$ cat src/rtl/instr_enc_loader_if.sv
// Stream and memory-write bundle for instr_enc_loader.
// master: the side producing field bundles and accepting memory writes (host/bench).
// slave : the loader itself.
interface instr_enc_loader_if #(
   parameter int ADDR_W = 32
);
   // Decoded field bundle stream
   logic              in_valid;
   logic              in_ready;
   logic [1:0]        in_fmt;
   logic [4:0]        in_rd;
   logic [4:0]        in_rs1;
   logic [4:0]        in_rs2;
   logic [2:0]        in_funct3;
   logic [31:0]       in_imm;
   logic              in_last;

   // Instruction memory write port
   logic              mem_we;
   logic              mem_ready;
   logic [ADDR_W-1:0] mem_addr;
   logic [31:0]       mem_wdata;

   modport master (
      output in_valid, in_fmt, in_rd, in_rs1, in_rs2, in_funct3, in_imm, in_last,
      input  in_ready,
      input  mem_we, mem_addr, mem_wdata,
      output mem_ready
   );

   modport slave (
      input  in_valid, in_fmt, in_rd, in_rs1, in_rs2, in_funct3, in_imm, in_last,
      output in_ready,
      output mem_we, mem_addr, mem_wdata,
      input  mem_ready
   );
endinterface

$ cat src/rtl/instr_enc_loader.sv
// Instruction encoder/loader: packs decoded fields (S, I-load, I-ALU, B) into
// RV32I words and writes them to instruction memory at sequential addresses.
// Optional feature macro: ENC_RANGE_CHECK_EN -- when defined, bundles whose
// immediate does not fit the encoding are handshaken, dropped and flagged in err.
module instr_enc_loader #(
   parameter int ADDR_W = 32
) (
   input  logic                clk,
   input  logic                rst_n,
   input  logic                start,
   input  logic [ADDR_W-1:0]   base_addr,
   instr_enc_loader_if.slave   bus,
   output logic                busy,
   output logic                done,
   output logic                err,
   output logic [15:0]         wr_count
);

   typedef enum logic [1:0] {IDLE, RUN, DRAIN} state_t;

   localparam logic [1:0] FMT_STORE  = 2'b00;
   localparam logic [1:0] FMT_LOAD   = 2'b01;
   localparam logic [1:0] FMT_ALUI   = 2'b10;
   localparam logic [1:0] FMT_BRANCH = 2'b11;

   localparam logic [6:0] OP_STORE  = 7'b0100011;
   localparam logic [6:0] OP_LOAD   = 7'b0000011;
   localparam logic [6:0] OP_ALUI   = 7'b0010011;
   localparam logic [6:0] OP_BRANCH = 7'b1100011;

   state_t            state;
   logic [ADDR_W-1:0] ptr;
   logic [ADDR_W-1:0] ptr_inc;
   logic [31:0]       imm;
   logic [31:0]       enc_word;
   logic              imm_ok;
   logic              accept;
   logic              wr_fire;

   assign imm     = bus.in_imm;
   assign ptr_inc = ptr + ADDR_W'(4);
   assign accept  = bus.in_valid && bus.in_ready;
   assign wr_fire = bus.mem_we && bus.mem_ready;

   // Accept only while running and the output register is free or draining this cycle;
   // start has priority so a restart never races with a new bundle.
   assign bus.in_ready = (state == RUN) && (!bus.mem_we || bus.mem_ready) && !start;

`ifdef ENC_RANGE_CHECK_EN
   logic i_fits;
   logic b_fits;
   assign i_fits = (&imm[31:11]) || !(|imm[31:11]);
   assign b_fits = ((&imm[31:12]) || !(|imm[31:12])) && !imm[0];
   assign imm_ok = (bus.in_fmt == FMT_BRANCH) ? b_fits : i_fits;
`else
   // Every bundle is written; out-of-range immediates are truncated by the packing.
   assign imm_ok = 1'b1;
`endif

   // Pack the field bundle into an RV32I word according to its format.
   always_comb begin
      // NOTE: default assignment first so no path through the case leaves enc_word unassigned (no latch).
      enc_word = '0;
      case (bus.in_fmt)
         FMT_STORE:  enc_word = {imm[11:5], bus.in_rs2, bus.in_rs1, bus.in_funct3, imm[4:0], OP_STORE};
         FMT_LOAD:   enc_word = {imm[11:0], bus.in_rs1, bus.in_funct3, bus.in_rd, OP_LOAD};
         FMT_ALUI:   enc_word = {imm[11:0], bus.in_rs1, bus.in_funct3, bus.in_rd, OP_ALUI};
         FMT_BRANCH: enc_word = {imm[12], imm[10:5], bus.in_rs2, bus.in_rs1, bus.in_funct3,
                                 imm[4:1], imm[11], OP_BRANCH};
         default:    enc_word = '0;
      endcase
   end

   // Session FSM, address pointer, output register and status flags.
   always_ff @(posedge clk or negedge rst_n) begin
      // NOTE: non-blocking assignments so every register samples pre-edge values.
      if (!rst_n) begin
         state         <= IDLE;
         busy          <= 1'b0;
         done          <= 1'b0;
         err           <= 1'b0;
         wr_count      <= '0;
         ptr           <= '0;
         bus.mem_we    <= 1'b0;
         bus.mem_addr  <= '0;
         bus.mem_wdata <= '0;
      end else if (start) begin
         state      <= RUN;
         busy       <= 1'b1;
         done       <= 1'b0;
         err        <= 1'b0;
         wr_count   <= '0;
         ptr        <= base_addr;
         bus.mem_we <= 1'b0;
      end else begin
         done <= 1'b0;

         if (wr_fire) begin
            ptr        <= ptr_inc;
            bus.mem_we <= 1'b0;
            if (wr_count != 16'hFFFF)
               wr_count <= wr_count + 16'd1;
         end

         if (accept) begin
            if (imm_ok) begin
               bus.mem_we    <= 1'b1;
               bus.mem_addr  <= wr_fire ? ptr_inc : ptr;
               bus.mem_wdata <= enc_word;
            end else begin
               err <= 1'b1;
            end
         end

         case (state)
            RUN: begin
               if (accept && bus.in_last)
                  state <= DRAIN;
            end
            DRAIN: begin
               if (!bus.mem_we || wr_fire) begin
                  state <= IDLE;
                  busy  <= 1'b0;
                  done  <= 1'b1;
               end
            end
            default: ;
         endcase
      end
   end

endmodule

$ cat src/flat_wrapper.sv
// flat-port wrapper written by rule: the top's interface ports become plain ports
module instr_enc_loader_flat 
#(
   parameter int ADDR_W = 32
)
  (clk, rst_n, start, base_addr, busy, done, err, wr_count, bus_in_valid, bus_in_fmt, bus_in_rd, bus_in_rs1, bus_in_rs2, bus_in_funct3, bus_in_imm, bus_in_last, bus_in_ready, bus_mem_we, bus_mem_addr, bus_mem_wdata, bus_mem_ready);
  instr_enc_loader_if #(.ADDR_W(ADDR_W)) bus_i ();
  input  logic clk;
  input  logic rst_n;
  input  logic start;
  input  logic [ADDR_W-1:0] base_addr;
  output logic busy;
  output logic done;
  output logic err;
  output logic [15:0] wr_count;
  input wire logic [$bits(bus_i.in_valid)-1:0] bus_in_valid;
  input wire logic [$bits(bus_i.in_fmt)-1:0] bus_in_fmt;
  input wire logic [$bits(bus_i.in_rd)-1:0] bus_in_rd;
  input wire logic [$bits(bus_i.in_rs1)-1:0] bus_in_rs1;
  input wire logic [$bits(bus_i.in_rs2)-1:0] bus_in_rs2;
  input wire logic [$bits(bus_i.in_funct3)-1:0] bus_in_funct3;
  input wire logic [$bits(bus_i.in_imm)-1:0] bus_in_imm;
  input wire logic [$bits(bus_i.in_last)-1:0] bus_in_last;
  output wire logic [$bits(bus_i.in_ready)-1:0] bus_in_ready;
  output wire logic [$bits(bus_i.mem_we)-1:0] bus_mem_we;
  output wire logic [$bits(bus_i.mem_addr)-1:0] bus_mem_addr;
  output wire logic [$bits(bus_i.mem_wdata)-1:0] bus_mem_wdata;
  input wire logic [$bits(bus_i.mem_ready)-1:0] bus_mem_ready;
  assign bus_i.in_valid = bus_in_valid;
  assign bus_i.in_fmt = bus_in_fmt;
  assign bus_i.in_rd = bus_in_rd;
  assign bus_i.in_rs1 = bus_in_rs1;
  assign bus_i.in_rs2 = bus_in_rs2;
  assign bus_i.in_funct3 = bus_in_funct3;
  assign bus_i.in_imm = bus_in_imm;
  assign bus_i.in_last = bus_in_last;
  assign bus_in_ready = bus_i.in_ready;
  assign bus_mem_we = bus_i.mem_we;
  assign bus_mem_addr = bus_i.mem_addr;
  assign bus_mem_wdata = bus_i.mem_wdata;
  assign bus_i.mem_ready = bus_mem_ready;
  instr_enc_loader #(.ADDR_W(ADDR_W)) u_core (.clk(clk), .rst_n(rst_n), .start(start), .base_addr(base_addr), .bus(bus_i), .busy(busy), .done(done), .err(err), .wr_count(wr_count));
endmodule
$ cat config.mk
export PLATFORM = sky130hd
export DESIGN_NAME = instr_enc_loader_flat
export DESIGN_NICKNAME = d
export VERILOG_FILES = /design/src/rtl/instr_enc_loader_if.sv /design/src/rtl/instr_enc_loader.sv /design/src/flat_wrapper.sv
export SDC_FILE = /design/constraint.sdc
export NUM_CORES = 1
export LEC_CHECK = 0
export BUFFER_PORTS_ARGS = -buffer_cell sky130_fd_sc_hd__clkbuf_2
export CORE_MARGIN = 2
export CORE_UTILIZATION = 40
export CTS_CLUSTER_SIZE = 10
export DETAILED_ROUTE_END_ITERATION = 10
export MAX_ROUTING_LAYER = met4
export PLACE_DENSITY = 0.68
export SLEW_MARGIN = 20
export SYNTH_ARGS = -nofsm -noshare
export SYNTH_HDL_FRONTEND = slang
export SYNTH_SLANG_ARGS = --single-unit
$ cat constraint.sdc
create_clock -name clk -period 1.62 [get_ports clk]
set_input_delay 0 -clock clk [delete_from_list [all_inputs] [get_ports clk]]
set_output_delay 0 -clock clk [all_outputs]
set_load 0.05 [all_outputs]
Yosys cells after proc, flatten, opt, wreduce, memory -nomap -nowiden

Index checks and enable logic that the tools add are counted.

Bits of input ports: 90
Logic and storage cells: 58
Register bits after elaboration: 117

Mux-type cells: 19
$add $sub $neg: 2
Equal/unequal tests: 8
Reduce and logical (&&, ||, !) cells: 20
Bitwise operators: 1

Operator list:

| cell                  | count |
|---|---|
| $pmux 32 s4           | 1 |
| $mux 32               | 2 |
| $mux 16               | 3 |
| $add 32x3->32 const B | 1 |
| $add 16x1->16 const B | 1 |
| $ne 16x16->1 const B  | 1 |
| $mux 1                | 9 |
| $reduce_bool 2->1     | 4 |
| $eq 2x2->1 const B    | 3 |
| $mux 2                | 3 |
| $reduce_and 2->1      | 3 |
| $reduce_bool 3->1     | 2 |
| $logic_and 1x1->1     | 5 |
| $eq 2x1->1 const B    | 2 |
| $pmux 2 s2            | 1 |
| $ne 3x2->1 const B    | 1 |
| $ne 3x3->1 const B    | 1 |
| $reduce_and 3->1      | 1 |
| $logic_not 1->1       | 2 |
| $logic_not 2->1       | 1 |
| $logic_or 1x1->1      | 2 |
| $not 1->1             | 1 |

Longest topological paths before layout

Word-level depth: 9
Gate-level depth with buffers: 7
Gate-level depth less buffers: 6

Worst setup path after synthesis

OpenSTA, ideal clock, no wires.

Path kind: register -> register
Start: register u_core.bus.mem_we
End: register u_core.bus.mem_addr[17]
Clock period less this slack: 2.430 ns
Stages on the path, launching flop included: 7
Required time: 1.492 ns
Setup slack: -0.810 ns
Data arrival time: 2.303 ns
Cells stage by stage: dfrtp_1 -> nor2b_1 -> nor4b_4 -> nand2_1 -> buf_2 -> buf_4 -> mux2_1

Cells in the longest elaborated chain, start to end: 6

Ends and longest elaborated chain:

| item                           | line                      | text |
|---|---|---|
| start: declaration             | instr_enc_loader_if.sv:34 | `output mem_we, mem_addr, mem_wdata,` |
| start signal: assignment       | instr_enc_loader.sv:84    | `bus.mem_we <= 1'b0;` |
| start signal: assignment       | instr_enc_loader.sv:94    | `bus.mem_we <= 1'b0;` |
| start signal: assignment       | instr_enc_loader.sv:100   | `bus.mem_we <= 1'b0;` |
| $logic_not 1->1                | instr_enc_loader.sv:47    | `assign bus.in_ready = (state == RUN) && (!bus.mem_we \|\| bus.mem_ready) && !start;` |
| $logic_or 1x1->1               | instr_enc_loader.sv:47    |  |
| $logic_and 1x1->1 (2 in a row) | instr_enc_loader.sv:47    |  |
| via bus_in_ready               | flat_wrapper.sv:24        | `output wire logic [$bits(bus_i.in_ready)-1:0] bus_in_ready;` |
| $logic_and 1x1->1              | instr_enc_loader.sv:42    | `assign accept = bus.in_valid && bus.in_ready;` |
| $reduce_and 2->1 (no line)     | -                         |  |
| end signal: assignment         | instr_enc_loader.sv:108   | `bus.mem_addr <= wr_fire ? ptr_inc : ptr;` |
| end: declaration               | instr_enc_loader_if.sv:34 |  |

The timed path passes the listed nets, and every way through them passes these cells.
A chain may end at the register's enable or synchronous reset.

Final worst setup path

Start: register u_core.ptr[9]
End: register u_core.bus.mem_addr[29]

Cells in the longest elaborated chain, start to end: 2

Ends and longest elaborated chain:

| item                     | line                    | text |
|---|---|---|
| start: declaration       | instr_enc_loader.sv:32  | `logic [ADDR_W-1:0] ptr;` |
| start signal: assignment | instr_enc_loader.sv:93  | `ptr <= base_addr;` |
| start signal: assignment | instr_enc_loader.sv:99  | `ptr <= ptr_inc;` |
| $add 32x3->32            | instr_enc_loader.sv:41  | `assign ptr_inc = ptr + ADDR_W'(4);` |
| $mux 32                  | instr_enc_loader.sv:108 |  |

Every way passes these cells.

==> results.sh <==
export IMPL_status="finished with violations"
export IMPL_violations="hold timing, setup timing"
export IMPL_post_route_period_util_pct=116
export IMPL_cts_hold_buffers=69
export IMPL_maxCapViolCount=0
export IMPL_coreArea_um2=13200
export IMPL_die_h_um=120
export IMPL_dp_hpwl_um=9400
export IMPL_fin_ws_ns=-0.260
export IMPL_vdd_drop_max_mv=0.959
export IMPL_fmax_mhz=532
export IMPL_cts_max_level=4
export IMPL_place_congestion=0.865
export IMPL_yosysUniqueCellTypes=41
export IMPL_hp_class="in2reg"
export IMPL_drive_gt1_share_pct=57.7
export IMPL_crit_path_start_kind="flop"
export IMPL_synth_top_area_cell="dfrtp_1"
export IMPL_antenna_found_initial=0
export IMPL_clkSlewWorstSetupHoldPaths_ns=0.05
export IMPL_synth_edf_count=0
export IMPL_clock_path_buffers=2
export IMPL_met1_length_um=6450
export IMPL_netlist_area_um2=5360
export IMPL_yosysTopAreaCellShare_pct=53.2
export IMPL_async_flop_share_pct=100
export IMPL_wirelength_um=16100
export IMPL_dr_pass1_iters=4
export IMPL_timing_critical_path_cells="nand4_1, nor4_4, buf_4, nand4_1, xnor2_1, mux2_2"
export IMPL_syn_area_per_cell_um2=12.1
export IMPL_arrival_ns=2.17
export IMPL_design_die_area_um2=14300
export IMPL_diodes=0
export IMPL_path_buf_inv=1
export IMPL_pin_count=175
export IMPL_yosys_top_cells_area="dfrtp_1 53%, mux2_2 17%, xnor2_1 5.2%"
export IMPL_final_max_slew_viol_count=0
export IMPL_end_kind="flop"
export IMPL_drc=0
export IMPL_max_stage_delay_ns=0.40
export IMPL_routedWlPerCell_um=17.2
export IMPL_die_x_um=120
export IMPL_rsz0062_at_grt="yes"
export IMPL_syn_inst=443
export IMPL_worst_clock_skew_ns=0.00758
export IMPL_top_layer="met4"
export IMPL_drt_iter0_markers=252
export IMPL_ys_top_cells_by_count="114 x dfrtp_1, 79 x mux2_2, 32 x xnor2_1"
export IMPL_vias_per_cell=5.10
export IMPL_setup_viol=90
export IMPL_finalWorstPathRequiredPeriod_ns=1.88
export IMPL_ys_ff_latch=114
export IMPL_ant_nets=0
export IMPL_placedCellCount=804
export IMPL_leakage_uw=0.00414
export IMPL_clock_latency_ns=0.41
export IMPL_grt_total_usage_pct=22.3
export IMPL_yosysSeqAreaShare_pct=53.2
export IMPL_met2_wirelength_um=8570
export IMPL_cp_top_family="simple AND/OR/NAND/NOR gates"
export IMPL_dpl_instance_area_um2=6760
export IMPL_start_util_pct=40.6
export IMPL_rows=42
export IMPL_grt_max_degree=60
export IMPL_area_growth_pct=67.2
export IMPL_fin_cells=938
export IMPL_route_met3_wl_um=705
export IMPL_cts_sinks=114
export IMPL_cp_required_ns=1.91
export IMPL_nNetsFinal=847
export IMPL_crit_fanout=5
export IMPL_grt_pass1_wl_um=24400
export IMPL_grt_ovfl_total=0
export IMPL_numCtsBuffers=17
export IMPL_io_buffers=152
export IMPL_crit_slowest_cell="nor4_4"
export IMPL_hold_viol=1
export IMPL_fin_hold_ws_ns=-0.146
export IMPL_synth_ff_type="dfrtp_1"
export IMPL_path_class="reg2reg"
export IMPL_yosysWarnings=0
export IMPL_path_common_cell="nand4_1"
export IMPL_postLayoutCellArea_um2=8960
export IMPL_synthMostInstantiatedCell="dfrtp_1"
export IMPL_power_per_cell_area_nw_per_um2=1200
export IMPL_grt_pass1_vias=4990
export IMPL_cts_root_buf="clkbuf_16"
export IMPL_cts_tree="yes"
export IMPL_vias=4787
==> what timing repair did <==
action | in CTS | in global routing
resized for setup | 36 | 89
endpoints found under the setup margin | 78 | 102
cloned | 6 | 6
setup buffers | 14 | 9
endpoints found under the hold margin | 174 | 1
pin swaps | 13 | 44
==> metal layers <==
layer  vias to the layer above  track usage (%)
met5                         -                -
met3                        34             4.75
met4                         0             9.19
met2                       162             37.8
li1                       2196                -
met1                      2395             25.9
==> logic make-up after synthesis <==
logic type               synth area share [%]
flip-flops                               53.2
multiplexers                             17.2
AND/OR/NAND/NOR                          12.4
XOR/XNOR                                 6.86
buffers and inverters                    2.71
other                                  0.0700
AO/OA/AOI/OAI                            5.65
adder cells (fa/ha/maj)                  1.87
==> stage by stage <==
stage / power [uW] / util, % / hold WS [ns] / setup slack (ns) / setup TNS [ns]
detailed placement: 6860 / 51.2 / -0.102 / -0.211 / -5.46
floorplan: 5940 / - / -0.296 / -0.666 / -41.22
CTS: 10600 / 63.7 / -0.163 / -0.145 / -6.15
global placement: 6780 / 51.2 / -0.109 / -0.128 / -3.19
finish: 10700 / 67.9 / -0.146 / -0.260 / -11.12
global route: 11200 / 67.9 / -0.164 / -0.342 / -17.14
==> state kept, by name (all words and copies together) (netlist names) <==
register	flops
u_core.wr_count	16
u_core.ptr	32
u_core.bus.mem_we	1
u_core.done	1
u_core.state	2
u_core.bus.mem_wdata	29
u_core.bus.mem_addr	32
u_core.busy	1
==> path summary, 6_finish.rpt <==
path | start | endpoint | slack, ns | cells after the start
hold / removal | base_addr[18] | u_core.ptr[18]$_DFF_PN0_ | -0.15 | 2
max in group asynchronous | rst_n | u_core.wr_count[14]$_DFFE_PN0P_ | 0.97 | 3
setup reg to reg | u_core.ptr[9]$_DFF_PN0_ | u_core.bus.mem_addr[29]$_DFFE_PN0P_ | -0.26 | 6
min in group asynchronous | rst_n | u_core.bus.mem_addr[11]$_DFFE_PN0P_ | 0.01 | 2
hold reg to reg | u_core.bus.mem_wdata[23]$_DFFE_PN0P_ | u_core.bus.mem_wdata[23]$_DFFE_PN0P_ | 0.48 | 2
setup / recovery | u_core.ptr[9]$_DFF_PN0_ | u_core.bus.mem_addr[29]$_DFFE_PN0P_ | -0.26 | 6
==> cell usage in the layout, fill, tap and decap left out, types with 4 or more instances in the layout <==
master           n
a22oi_1          9
nor2_1          20
dfrtp_2         14
buf_4           60
nand3_1         12
dlygate4sd3_1   69
buf_16           6
dfrtp_1        100
mux2_4           6
xor2_1           7
xnor2_2          9
mux2_2          75
o21ai_1          6
ha_1             6
a21oi_2          5
and3_4           5
o21ai_2         10
buf_12           6
nand2_1         23
clkbuf_2       150
nand3_4          4
xnor2_1         23
clkinv_2         7
buf_6           12
nand4_1         15
clkbuf_16       22
nand2_2          4
==> power by group <==
group | switching (uW) | internal (uW) | leakage [uW]
Clock | 1260 | 2120 | 0.000266
Sequential | 338 | 3370 | 0.00137
Combinational | 2380 | 1270 | 0.00251
==> final cells by class <==
cell class | count | area (um^2)
fill | 936 | 4230
sequential | 114 | 2870
multi-input combinational | 304 | 2870
timing repair buffer | 309 | 2450
clock buffer | 21 | 450
tap | 176 | 220
clock inverter | 11 | 88.8
inverter | 3 | 11.3
Power figures use the tool's default switching activity.
